**config.mk**
```make
export PLATFORM = sky130hd
export DESIGN_NAME = ct_split
export DESIGN_NICKNAME = d
export VERILOG_FILES = /design/src/rtl/ct_split.sv
export SDC_FILE = /design/constraint.sdc
export NUM_CORES = 1
export LEC_CHECK = 0
export ABC_AREA = 1
export CAP_MARGIN = 20
export CELL_PAD_IN_SITES_DETAIL_PLACEMENT = 1
export CELL_PAD_IN_SITES_GLOBAL_PLACEMENT = 2
export CORE_AREA = 4 4 63 65
export DETAILED_ROUTE_END_ITERATION = 8
export DIE_AREA = 0 0 67 69
export GPL_TIMING_DRIVEN = 0
export PLACE_DENSITY_LB_ADDON = 0.1
export SLEW_MARGIN = 20
export SYNTH_ARGS = -nofsm -noshare
export SYNTH_HDL_FRONTEND = slang
export SYNTH_SLANG_ARGS = --single-unit
```
**constraint.sdc**
```tcl
create_clock -name clk -period 1.57 [get_ports clk]
set_clock_uncertainty 0.1 [all_clocks]
set_input_delay 0.314 -clock clk [delete_from_list [all_inputs] [get_ports clk]]
set_output_delay 0.314 -clock clk [all_outputs]
set_load 0.02 [all_outputs]
```
**src/rtl/ct_split.sv**
```systemverilog
// ct_split: packet-aware 1:NO demultiplexer with a single registered beat stage.
// Optional build macro CT_SPLIT_DROP_EN discards whole packets whose head destination is out of range.
module ct_split #(
  parameter  int NO     = 2,
  parameter  int WIDTH  = 8,
  localparam int NOBITS = (NO > 1) ? $clog2(NO) : 1
) (
  input  logic                clk,
  input  logic                reset_n,
  input  logic [WIDTH-1:0]    i_data,
  input  logic                i_valid,
  output logic                o_ready,
  input  logic                i_eop,
  input  logic [NOBITS-1:0]   i_dest,
  output logic [NO*WIDTH-1:0] o_data,
  output logic [NO-1:0]       o_valid,
  input  logic [NO-1:0]       i_ready,
  output logic [NO-1:0]       o_eop
);

  typedef enum logic {
    S_HEAD = 1'b0,
    S_BODY = 1'b1
  } state_t;

  state_t            state_r;
  logic [NOBITS-1:0] locked_dest_r;
  logic [NOBITS-1:0] dest_r;
  logic [WIDTH-1:0]  data_r;
  logic              eop_r;
  logic              full_r;
`ifdef CT_SPLIT_DROP_EN
  logic              drop_r;
`endif

  logic              in_range_s;
  logic [NOBITS-1:0] head_dest_s;
  logic [NOBITS-1:0] eff_dest_s;
  logic              drop_s;
  logic              drain_s;
  logic              ready_s;
  logic              accept_s;
  logic              load_s;

  // Destination resolution, drop decision and stage handshake.
  always_comb begin
    if (NO == 1) begin
      in_range_s = 1'b1;
    end else begin
      in_range_s = (32'(i_dest) < NO);
    end

    // With one output the destination field carries no information.
    if ((NO > 1) && in_range_s) begin
      head_dest_s = i_dest;
    end else begin
      head_dest_s = {NOBITS{1'b0}};
    end

    if (state_r == S_BODY) begin
      eff_dest_s = locked_dest_r;
    end else begin
      eff_dest_s = head_dest_s;
    end

`ifdef CT_SPLIT_DROP_EN
    if (state_r == S_BODY) begin
      drop_s = drop_r;
    end else begin
      drop_s = !in_range_s;
    end
`else
    drop_s = 1'b0;
`endif

    drain_s  = full_r && i_ready[dest_r];
    // Dropped beats are swallowed regardless of what the stage is doing.
    ready_s  = drop_s || !full_r || i_ready[dest_r];
    accept_s = i_valid && ready_s;
    load_s   = accept_s && !drop_s;
  end

  // Beat stage: refill takes priority so drain and load can share a cycle.
  always_ff @(posedge clk or negedge reset_n) begin
    if (!reset_n) begin
      full_r <= 1'b0;
      data_r <= {WIDTH{1'b0}};
      eop_r  <= 1'b0;
      dest_r <= {NOBITS{1'b0}};
    end else if (load_s) begin
      full_r <= 1'b1;
      data_r <= i_data;
      eop_r  <= i_eop;
      dest_r <= eff_dest_s;
    end else if (drain_s) begin
      full_r <= 1'b0;
    end
  end

  // Packet framing FSM: lock destination on head, release on eop.
  always_ff @(posedge clk or negedge reset_n) begin
    if (!reset_n) begin
      state_r       <= S_HEAD;
      locked_dest_r <= {NOBITS{1'b0}};
`ifdef CT_SPLIT_DROP_EN
      drop_r        <= 1'b0;
`endif
    end else begin
      case (state_r)
        S_HEAD: begin
          if (accept_s && !i_eop) begin
            state_r       <= S_BODY;
            locked_dest_r <= head_dest_s;
`ifdef CT_SPLIT_DROP_EN
            drop_r        <= !in_range_s;
`endif
          end
        end
        S_BODY: begin
          if (accept_s && i_eop) begin
            state_r <= S_HEAD;
`ifdef CT_SPLIT_DROP_EN
            drop_r  <= 1'b0;
`endif
          end
        end
        default: begin
          state_r <= S_HEAD;
        end
      endcase
    end
  end

  // Output lane decode from the held beat.
  always_comb begin
    o_valid = {NO{1'b0}};
    for (int k = 0; k < NO; k++) begin
      o_valid[k] = full_r && (dest_r == NOBITS'(k));
    end
  end

  assign o_data  = {NO{data_r}};
  assign o_eop   = {NO{eop_r}};
  assign o_ready = ready_s;

endmodule

```
==> Word level (Yosys, flattened, before mapping) <==
Cells that the tools add are included.
{ "word_totals": {"register_bits": 13, "inputBits": 15, "output_inout_bits": 21} }
{ "op_classes": {"magnitude_cmp": 1, "mux": 8, "bitwise_logic": 2, "reduce_logical": 11} }
{ "op_table": {"columns": ["operator", "count"], "rows": [
  ["1-bit 2-to-1 mux", 7],
  ["1-bit logical AND", 6],
  ["1-bit zero test", 2],
  ["1-bit by 2-bit < comparator with 1-bit output, second input constant", 1],
  ["1-bit NOT", 2],
  ["1-bit one-hot mux with 2 select lines", 1],
  ["2-bit AND reduction", 1],
  ["2-bit nonzero test", 1],
  ["1-bit logical OR", 1]
]} }

==> Logic depth before layout (Yosys ltp) <==
Gate-level depths: netlist of the first run.
{ "depth": {"word_depth": 7, "mapped_depth": 6, "mapped_depth_nobuf": 6} }

==> Worst setup path after synthesis of the first run <==
OpenSTA, ideal clock, no wires.
{ "synth_timing": {"path_kind": "register -> output", "from": "register dest_r", "to": "output o_ready", "arrival_time_ps": 766, "required_time_ps": 1156, "slack_ps": 390, "path_stages_with_launch": 5, "cell_sequence": "dfrtp_1 -> inv_2 -> nand2_1 -> nand3_1 -> buf_4"} }
{ "synth_via": {"elab_chain_len": 3} }
{ "synth_rtl": {"columns": ["item", "line", "rtl"], "rows": [
  ["start, declared", "28", "logic [NOBITS-1:0] dest_r;"],
  ["start signal, assigned", "89", "dest_r <= {NOBITS{1'b0}};"],
  ["start signal, assigned", "94", "dest_r <= eff_dest_s;"],
  ["1-bit 2-to-1 mux (not written as such) (2 in a row)", "78", "ready_s = drop_s || !full_r || i_ready[dest_r];"],
  ["1-bit logical OR", "78", null],
  ["end, declared", "12", "output logic o_ready,"]
]} }
Every way passes these cells. The select of a mux whose other input is x is not followed.

==> Final worst setup path of the first run <==
{ "layout_timing": {"from": "input i_ready[0]", "to": "output o_ready"} }
{ "layout_via": {"elab_chain_len": 3} }
{ "layout_rtl": {"columns": ["item", "line", "rtl"], "rows": [
  ["start, declared", "17", "input logic [NO-1:0] i_ready,"],
  ["1-bit 2-to-1 mux (not written as such) (2 in a row)", "78", null],
  ["1-bit logical OR", "78", null]
]} }
Every way passes these cells. The select of a mux whose other input is x is not followed.

==> key figures, run 1 <==
Layout
  • Commonest non-fill, non-tap cell in the layout: nand2_1
  • Share of layout cells above drive strength 1: 28.2%
  • Number of fill cells: 415
  • Nets: 140
  • Most frequent cells in the layout: 23 x nand2_1, 20 x buf_4, 12 x dfrtp_1, 12 x clkdlybuf4s50_1, 11 x dlygate4sd2_1
  • Inserted Diodes: 0
  • Synth-to-layout area growth: 73.1%

Critical path
  • Worst Path Max Fanout: 4
  • CP Cell Sequence: clkdlybuf4s50_1, nand2_2, nand3_2, buf_8, buf_6
  • Worst path arrival time: 1180 ps
  • Setup Crit Path Kind: in -> out
  • Startpoint class of the critical path: primary input
  • Critical Path Slowest Stage Cell: clkdlybuf4s50_1
  • Worst EP required: 1160 ps
  • Max incr delay on CP: 440 ps
  • Number of buffers and inverters on the critical path: 3
  • CP endpoint kind: output pin
  • Family with the most delay on the worst path: buffers and inverters

CTS
  • CTS tree: done
  • Clk sinks: 13
  • Clock buffer depth: 2
  • Clock Latency Late Sink: 270 ps
  • Clk slew on worst S/H paths: 80 ps
  • CTS root buf: clkbuf_4
  • Total CTS buffers: 3
  • Max H-tree Level: 1

Outcome
  • Status: finished, violations left
  • Violated checks: setup timing

Placed design
  • Port Buffer Count: 34
  • Gpl congestion: 0.659
  • Place WS: -634 ps
  • Hpwl dp: 1480 µm

STA
  • Slew headroom: 58.6%
  • Final worst-path cycle share: 102%
  • Fin Hold WS: 266 ps
  • RSZ-0062 raised after global routing: true
  • Final setup vio count: 1
  • Slew @ Worst Pin: 618 ps
  • Post-route setup slack: -26.2 ps
  • Min Tclk post-route: 1600 ps
  • Final Hold Fails: 0
  • Max-slew violation count: 0
  • Maximum clock frequency: 626 MHz

Synth
  • Average size of a mapped cell: 8.52 µm²
  • Synth cell types: 13
  • Post-Syn Area: 664 µm²
  • Synth Net Count: 93
  • Yosys warns: 0
  • Post-Synthesis Cells: 78
  • Yosys reg bits: 13
  • Post-synthesis sequential area ratio: 49.0%

Power and ir drop
  • Leak: 0.000614 µW
  • Pwr dens: 1870 nW/µm²
  • Maximum vdd drop: 0.000426 V

Route
  • Mean routed wirelength per cell: 11.8 µm
  • Router iterations before antenna repair: 4
  • WL final: 2010 µm
  • Vias: 670
  • DRT iter0 DRCs: 19
  • Residual DRC: 0
  • ANT nets after route: 0
  • Avg Vias per Cell: 3.94

GRT
  • Gr usage total: 8.89%
  • Largest net degree at the start of global routing: 14
  • Number of global-route vias before repair: 673
  • Initial antenna violation count: 0
  • Global route total overflow: 0
  • First-pass GRT wire length: 3210 µm

Floorplanning
  • I/O pin cnt: 36
  • Die area: 4620 µm²
  • DIE HEIGHT: 69 µm
  • Core area: 3340 µm²
  • Starting Density: 19.9%
  • Die W: 67 µm
  • Row Count: 21

Worst hold path
  • HP Class: in -> reg

Run
  • Max Cap Viol: 0
-- worst min-delay path: cells and delay by family --
family	cells	cell delay [ps]
simple gates	2	140
buf+inv	1	160
-- cell usage after synthesis --
master / number / share of area (%)
inv_1: 6 / 3.4
nand4_1: 1 / 0.94
nor2_1: 2 / 1.1
o21ai_2: 1 / 1.3
buf_4: 12 / 14
nand3_2: 2 / 3.0
mux2i_1: 1 / 1.5
nand2_1: 25 / 14
buf_6: 1 / 1.7
nand3_1: 11 / 8.3
inv_2: 1 / 0.56
o21ai_0: 2 / 1.5
dfrtp_1: 13 / 49
-- flip-flops by register name, summed over array words and instances (netlist names), named ones only --
signal         flops
data_r             8
dest_r             1
eop_r              1
full_r             1
locked_dest_r      1
-- power by group --
| group | internal [µW] | switching [µW] |
|---|---|---|
| combinational | 664 | 680 |
| clock | 98.4 | 108 |
| sequential | 481 | 121 |
| total | 1240 | 909 |
-- through the flow --
| stage | power (µW) | utilization [%] | std cells | TNS [ps] | instance area, µm² |
|---|---|---|---|---|---|
| 2_1_floorplan | 1320 | - | 78 | 0 | 664 |
| 3_3_place_gp | 1910 | 31.8 | 158 | -674 | 1060 |
| 3_5_place_dp | 1930 | 31.8 | 158 | -892 | 1060 |
| 4_1_cts | 2060 | 32.7 | 165 | -82.7 | 1090 |
| 5_1_grt | 2320 | 34.5 | 170 | -94.4 | 1150 |
| 6_report | 2150 | 34.5 | 170 | -26.2 | 1150 |
-- cells by family after synthesis --
group                  Yosys count  share of synthesized area, %
AO/OA/AOI/OAI                    3                          2.83
buffers and inverters           20                          19.2
flip-flops                      13                          49.0
multiplexers                     1                          1.51
AND/OR/NAND/NOR                 41                          27.5
-- what timing repair did --
item                       in CTS  in global routing
setup buffers                   3                  5
pin swaps                       0                  2
resized for setup              35                 12
hold buffers                    0                  0
setup endpoints to repair      21                 10
-- routing by layer --
metal / part of all wire [%] / global-route usage [%]
met5: 0 / 0
met4: 0.65 / 2.03
met3: 8.7 / 3.73
met2: 51 / 15.1
met1: 39 / 10.1
-- path summary, 6_finish.rpt --
| path | start | end | slack [ps] | depth (start not counted) |
|---|---|---|---|---|
| setup / recovery | i_ready[0] | o_ready | -30 | 5 |
| hold / removal | i_valid | data_r[6]$_DFFE_PN0P_ | 270 | 3 |
| setup reg to reg | dest_r$_DFFE_PN0P_ | data_r[7]$_DFFE_PN0P_ | 200 | 7 |
| hold reg to reg | locked_dest_r$_DFFE_PN0P_ | locked_dest_r$_DFFE_PN0P_ | 390 | 2 |
| max in group asynchronous | reset_n | dest_r$_DFFE_PN0P_ | 610 | 1 |
| min in group asynchronous | reset_n | eop_r$_DFFE_PN0P_ | 320 | 1 |
-- layout make-up --
type	instances	area, µm²	share of cell area [%]
flip-flops and latches	13	327	28.4
inverters	7	26.3	2.29
multi-input cells	45	221	19.3
plain buffers	13	109	9.47
repair buffers	42	383	33.3
well taps	46	57.6	5.01
clock buffers	4	26.3	2.29
Power figures use the tool's default switching activity.
==> run 2, diff against run 1 <==
Settings changed: CORE_AREA 4 4 63 65 to 4 4 66 68, DIE_AREA 0 0 67 69 to 0 0 70 72.
Clock period 1.57 ns to 1.35 ns, I/O delays scaled along.
==> run 2 against run 1 <==
The run still ends with setup timing left. Sequential power increased by 20%. Global-route usage is 0.059 points higher. First-iteration DRC count fell by 58%. Highest routed layer unchanged.
==> key figures, run 2 (synthesis results as in run 1) <==
Critical path
  • Worst Reg-to-Reg Cells: 6 (was 7)
  • CP Cell Sequence: buf_4, nand2_1, inv_1, buf_4 (was clkdlybuf4s50_1, nand2_2, nand3_2, buf_8, buf_6)
  • Worst Path Max Fanout: 5 (was 4)
  • Startpoint class of the critical path: register (was primary input)
  • Family with the most delay on the worst path: flip-flops (was buffers and inverters)
  • Number of buffers and inverters on the critical path: 3 (unchanged)
  • Setup Crit Path Kind: reg -> out (was in -> out)
  • CP dominant cell by count: buf_4
  • Critical Path Slowest Stage Cell: dfrtp_2 (was clkdlybuf4s50_1)
  • CP endpoint kind: output pin (unchanged)
  • Cell count along the critical path: 4 (was 5)
  • Worst path arrival time: 1070 ps (was 1180 ps)
  • Max incr delay on CP: 440 ps (about the same)
  • Worst EP required: 980 ps (was 1160 ps)

GRT
  • Largest net degree at the start of global routing: 14 (unchanged)
  • Gr usage total: 8.94% (was 8.89%)
  • Number of global-route vias before repair: 700 (was 673)
  • Global route total overflow: 0 (unchanged)
  • Initial antenna violation count: 0 (unchanged)
  • First-pass GRT wire length: 3440 µm (was 3210 µm)

CTS
  • CTS root buf: clkbuf_8 (was clkbuf_4)
  • Clk sinks: 13 (unchanged)
  • Clk slew on worst S/H paths: 60 ps (was 80 ps)
  • Clock Latency Late Sink: 250 ps (was 270 ps)
  • Total CTS buffers: 3 (unchanged)
  • CTS tree: done (unchanged)
  • Clock buffer depth: 2 (unchanged)
  • Max H-tree Level: 1 (unchanged)
  • CTS Hold Bufs: 0 (unchanged)

Layout
  • Reg area: 327 µm² (unchanged)
  • Most frequent cells in the layout: 23 x nand2_1, 18 x buf_4, 12 x dfrtp_1 (was 23 x nand2_1, 20 x buf_4, 12 x dfrtp_1, 12 x clkdlybuf4s50_1, 11 x dlygate4sd2_1)
  • Number of fill cells: 491 (was 415)
  • Share of layout cells above drive strength 1: 39.7% (was 28.2%)
  • Largest register by flop count: data_r (unchanged)
  • Commonest non-fill, non-tap cell in the layout: nand2_1 (unchanged)
  • Nets: 137 (was 140)
  • Inserted Diodes: 0 (unchanged)
  • Max reg flops: 8 (unchanged)
  • Synth-to-layout area growth: 66.3% (was 73.1%)
  • Multi-input logic area: 239 µm² (was 221 µm²)

Power and ir drop
  • Maximum vdd drop: 0.000456 V (was 0.000426 V)
  • Pwr dens: 2300 nW/µm² (was 1870 nW/µm²)
  • Leak: 0.000589 µW (was 0.000614 µW)

STA
  • Min Tclk post-route: 1440 ps
  • Maximum clock frequency: 694 MHz
  • Slew headroom: 58.8% (was 58.6%)
  • Final worst-path cycle share: 107%
  • Fin Hold WS: 261 ps (was 266 ps)
  • RSZ-0062 raised after global routing: true (unchanged)
  • Max-slew violation count: 0 (unchanged)
  • Slew @ Worst Pin: 616 ps (was 618 ps)
  • Post-route setup TNS: -234 ps (was -26.2 ps)
  • Final Hold Fails: 0 (unchanged)
  • Final setup vio count: 3 (was 1)
  • Post-route setup slack: -90.9 ps (was -26.2 ps)

Floorplanning
  • Row Count: 23 (was 21)
  • DIE HEIGHT: 72 µm (was 69 µm)
  • Starting Density: 17.2% (was 19.9%)
  • I/O pin cnt: 36 (unchanged)
  • Core area: 3860 µm² (was 3340 µm²)
  • Die area: 5040 µm² (was 4620 µm²)
  • Die W: 70 µm (was 67 µm)

Route
  • Mean routed wirelength per cell: 12.4 µm (was 11.8 µm)
  • DRT iter0 DRCs: 8 (was 19)
  • ANT nets after route: 0 (unchanged)
  • Residual DRC: 0 (unchanged)
  • Router iterations before antenna repair: 2 (was 4)
  • Vias: 651 (was 670)
  • WL final: 2120 µm (was 2010 µm)
  • Avg Vias per Cell: 3.81 (was 3.94)

Run
  • Max Cap Viol: 0 (unchanged)

Worst hold path
  • HP Class: in -> reg (unchanged)
  • Worst hold stages: 3 (unchanged)

Outcome
  • Violated checks: setup timing (unchanged)
  • Status: finished, violations left (unchanged)

Placed design
  • Port Buffer Count: 34 (unchanged)
  • Hpwl dp: 1520 µm (was 1480 µm)
  • Gpl congestion: 0.655 (was 0.659)
-- run 2: cell count changes in the layout (fill, tap and decap cells not counted), sizes merged --
cell and change:
buf +7, clkdlybuf4s50 -1, clkdlybuf4s15 -4, clkbuf +5
dlygate4sd2 -10
-- run 2: tightest hold or removal path, cell delays in order --
cell     delay [ps]
buf_4           170
nand3_1          90
nand2_1          50
-- run 2: final timing paths --
kind	start	to	slack (ps)
worst max-delay path	dest_r$_DFFE_PN0P_	o_valid[1]	-90
worst min-delay path	i_valid	data_r[3]$_DFFE_PN0P_	260
worst max register to register	full_r$_DFFE_PN0P_	data_r[5]$_DFFE_PN0P_	30
worst min register to register	locked_dest_r$_DFFE_PN0P_	locked_dest_r$_DFFE_PN0P_	380
max in group asynchronous	reset_n	dest_r$_DFFE_PN0P_	410
min in group asynchronous	reset_n	data_r[2]$_DFFE_PN0P_	310
-- run 2: metal layers --
metal	GRT usage [%]	part of all wire [%]
met5	0	0
met4	5.74	2.4
met3	2.77	6.4
met2	14.8	50
met1	10.0	41
-- run 2: what timing repair did --
item                       4_1_cts  5_1_grt
gates cloned                     0        0
gates resized for setup         75       13
pin swaps                        2        1
setup buffers                    3        3
setup endpoints to repair       21       17
-- run 2: area by class of cell --
class | instances | area share [%]
Multi-Input combinational cell | 45 | 21.6
Tap cell | 50 | 5.66
Clock buffer | 4 | 4.08
Inverter | 7 | 2.38
Buffer | 12 | 8.49
Sequential cell | 13 | 29.6
Timing Repair Buffer | 40 | 28.2
-- run 2: metrics by stage --
step	power, µW	instance area (µm²)	cells	setup WS (ps)	util, %
detailed placement	2250	1070	162	-783	27.7
floorplan	1540	664	78	214	-
finish	2540	1100	171	-90.9	28.7
global placement	2220	1070	162	-769	27.7
CTS	2520	1090	169	-193	28.2
global route	2740	1100	171	-143	28.7
-- run 2: power by group --
group          leakage [µW]  internal, µW  switching [µW]
Sequential         0.000158           561             162
Combinational      0.000408           671             786
Clock             0.0000228           209             153
==> RTL change: new RTL, flow settings as in run 1 <==
Add a define of `CT_SPLIT_DROP_EN`.
--- a/src/rtl/ct_split.sv
+++ b/src/rtl/ct_split.sv
@@ -1,5 +1,7 @@
 // ct_split: packet-aware 1:NO demultiplexer with a single registered beat stage.
 // Optional build macro CT_SPLIT_DROP_EN discards whole packets whose head destination is out of range.
+`define CT_SPLIT_DROP_EN
+
 module ct_split #(
   parameter  int NO     = 2,
   parameter  int WIDTH  = 8,
Check against the original RTL: same outputs for any inputs over 10 cycles, from zero or initial values and one cycle with reset_n low; that may be too few to reach the edited logic, so the function may still have changed.
==> RTL change against run 1 <==
Sequential share of layout area is 0.81 points higher. Design area is 3.2% lower. Sequential cell count stayed put. Clock power is 2% higher. Setup slack better by 73 ps. Total power is 4.9% lower. Area after synthesis is 2.3% lower. Register-to-register slack better by 170 ps. Wire length is 8.5% lower. Largest power group unchanged. Highest routed layer unchanged.
==> RTL change: results (changes against run 1) <==
io_buffers: 35  # was 34
r2r-start: "full_r$_DFFE_PN0P_"  # was dest_r$_DFFE_PN0P_
grt_max_degree: 14  # unchanged
hold_viol: 0  # unchanged
synthTopCellsByArea: "dfrtp_1 (50%), nand2_1 (18%), buf_4 (12%)"  # was dfrtp_1 (49%), nand2_1 (14%), buf_4 (14%)
syn_area_per_cell_sq_um: 8.43  # was 8.52 sq um
arrival_ps: 1110  # was 1180 ps
seq_area_frac_synth: 0.501  # was 0.490
num_antenna_cells: 0  # unchanged
final_layout_size_suffix_gt1_frac: 0.248  # was 0.282
slew_headroom: 0.601  # was 0.586
hold_path.class: "input port to async pin"  # was input port to flip-flop
r2r_end: "eop_r$_DFFE_PN0P_"  # was data_r[7]$_DFFE_PN0P_
synthTopCellsByCount: "nand2_1 (32), dfrtp_1 (13), buf_4 (10)"  # was nand2_1 (25), dfrtp_1 (13), buf_4 (12)
cpPeakStageDelay_ps: 480  # was 440 ps
routed_wl_mm: 1.84  # was 2.01 mm
final_cell_count_no_fill: 167  # was 170
top_register: "data_r"  # unchanged
synth_xor_area_frac: 0  # unchanged
via_per_inst: 3.73  # was 3.94
reg2reg_slack_ps: 370  # was 200 ps
yosysUniqueCellTypes: 14  # was 13
clk_path_buf_depth: 2  # unchanged
hold_ws_ps: 306  # was 266 ps
nets: 137  # was 140
leakagePower_nw: 0.587  # was 0.614 nW
dp.cells: 158  # unchanged
antenna_found_initial: 0  # unchanged
status: "complete, no violations"  # was finished with violations
synth_nets: 92  # was 93
ir_drop_v: 0.000446  # was 0.000426 V
gp_congestion: 0.635  # was 0.659
cts_made_buffers: 3  # unchanged
r2r_cells: 5  # was 7
cp_max_fo: 3  # was 4
post-dp-hpwl_mm: 1.45  # was 1.48 mm
firstDrtPassIters: 2  # was 4
synth_fa_ha_area_frac: 0  # unchanged
yosys-mux-area-fraction: 0.0154  # was 0.0151
worstSkewPairLatency_ps: 270  # about the same
dpl_cell_area_sq_mm: 0.00106  # about the same
critPathTopFamily: "buffers and inverters"  # unchanged
synth_compound_area_frac: 0.0212  # was 0.0282
first_global_vias: 660  # was 673
drt_iter0_drc: 8  # was 19
globalRouteTotalUtil: 0.0837  # was 0.0889
largest_register_ffs: 8  # unchanged
ys_async_sr_fraction: 1.00  # unchanged
pre_cts_slack_ps: -456  # was -634 ps
grt_pass1_wl_mm: 2.99  # was 3.21 mm
[RTL change: cell count changes after synthesis, sizes merged]
cell,run 1,this run
buf,13,11
nand2,25,32
inv,7,8
o21ai,3,2
nor2,2,4
nand3,13,5
[RTL change: area by class of cell]
cell class / instances / area (sq um)
inverters: 8 / 30.0
clock buffers: 4 / 26.3
plain buffers: 11 / 86.3
fillers: 407 / 2220
well taps: 46 / 57.6
multi-input cells: 45 / 220
repair buffers: 40 / 368
flip-flops and latches: 13 / 325
[RTL change: metal layers]
metal / track usage / share of wire / vias to the layer above
met1: 0.0906 / 0.40 / 289
met5: 0 / 0 / -
li1: - / - / 314
met4: 0.0405 / 0.011 / 0
met3: 0.0244 / 0.059 / 2
met2: 0.144 / 0.53 / 18
[RTL change: power breakdown]
part           switching [mW]  leakage [nW]  internal [mW]
Sequential              0.124         0.158          0.477
Clock                   0.112        0.0150         0.0983
Combinational           0.644         0.415          0.591
Total                   0.881         0.587           1.17
[RTL change: kinds of logic after synthesis]
| family | count (synthesis) |
|---|---|
| AO/OA/AOI/OAI | 2 |
| buffers and inverters | 19 |
| flip-flops | 13 |
| multiplexers | 1 |
| AND/OR/NAND/NOR | 42 |
[RTL change: worst max-delay path by stage]
stage,start,endpoint,slack (ps),cells past startpoint
floorplan,dest_r$_DFFE_PN0P_,locked_dest_r$_DFFE_PN0P_,410,6
global placement,i_ready[1],o_ready,-460,4
detailed placement,i_ready[1],o_ready,-460,4
CTS,i_ready[1],o_ready,-10,4
global route,dest_r$_DFFE_PN0P_,o_ready,-20,4
finish,i_ready[1],o_ready,50,4
[RTL change: what timing repair did]
item                       4_1_cts  5_1_grt
gates cloned                     0        0
gates resized for setup         30       16
hold endpoints to repair         0        0
setup buffers                    2        3
setup endpoints to repair       21       11
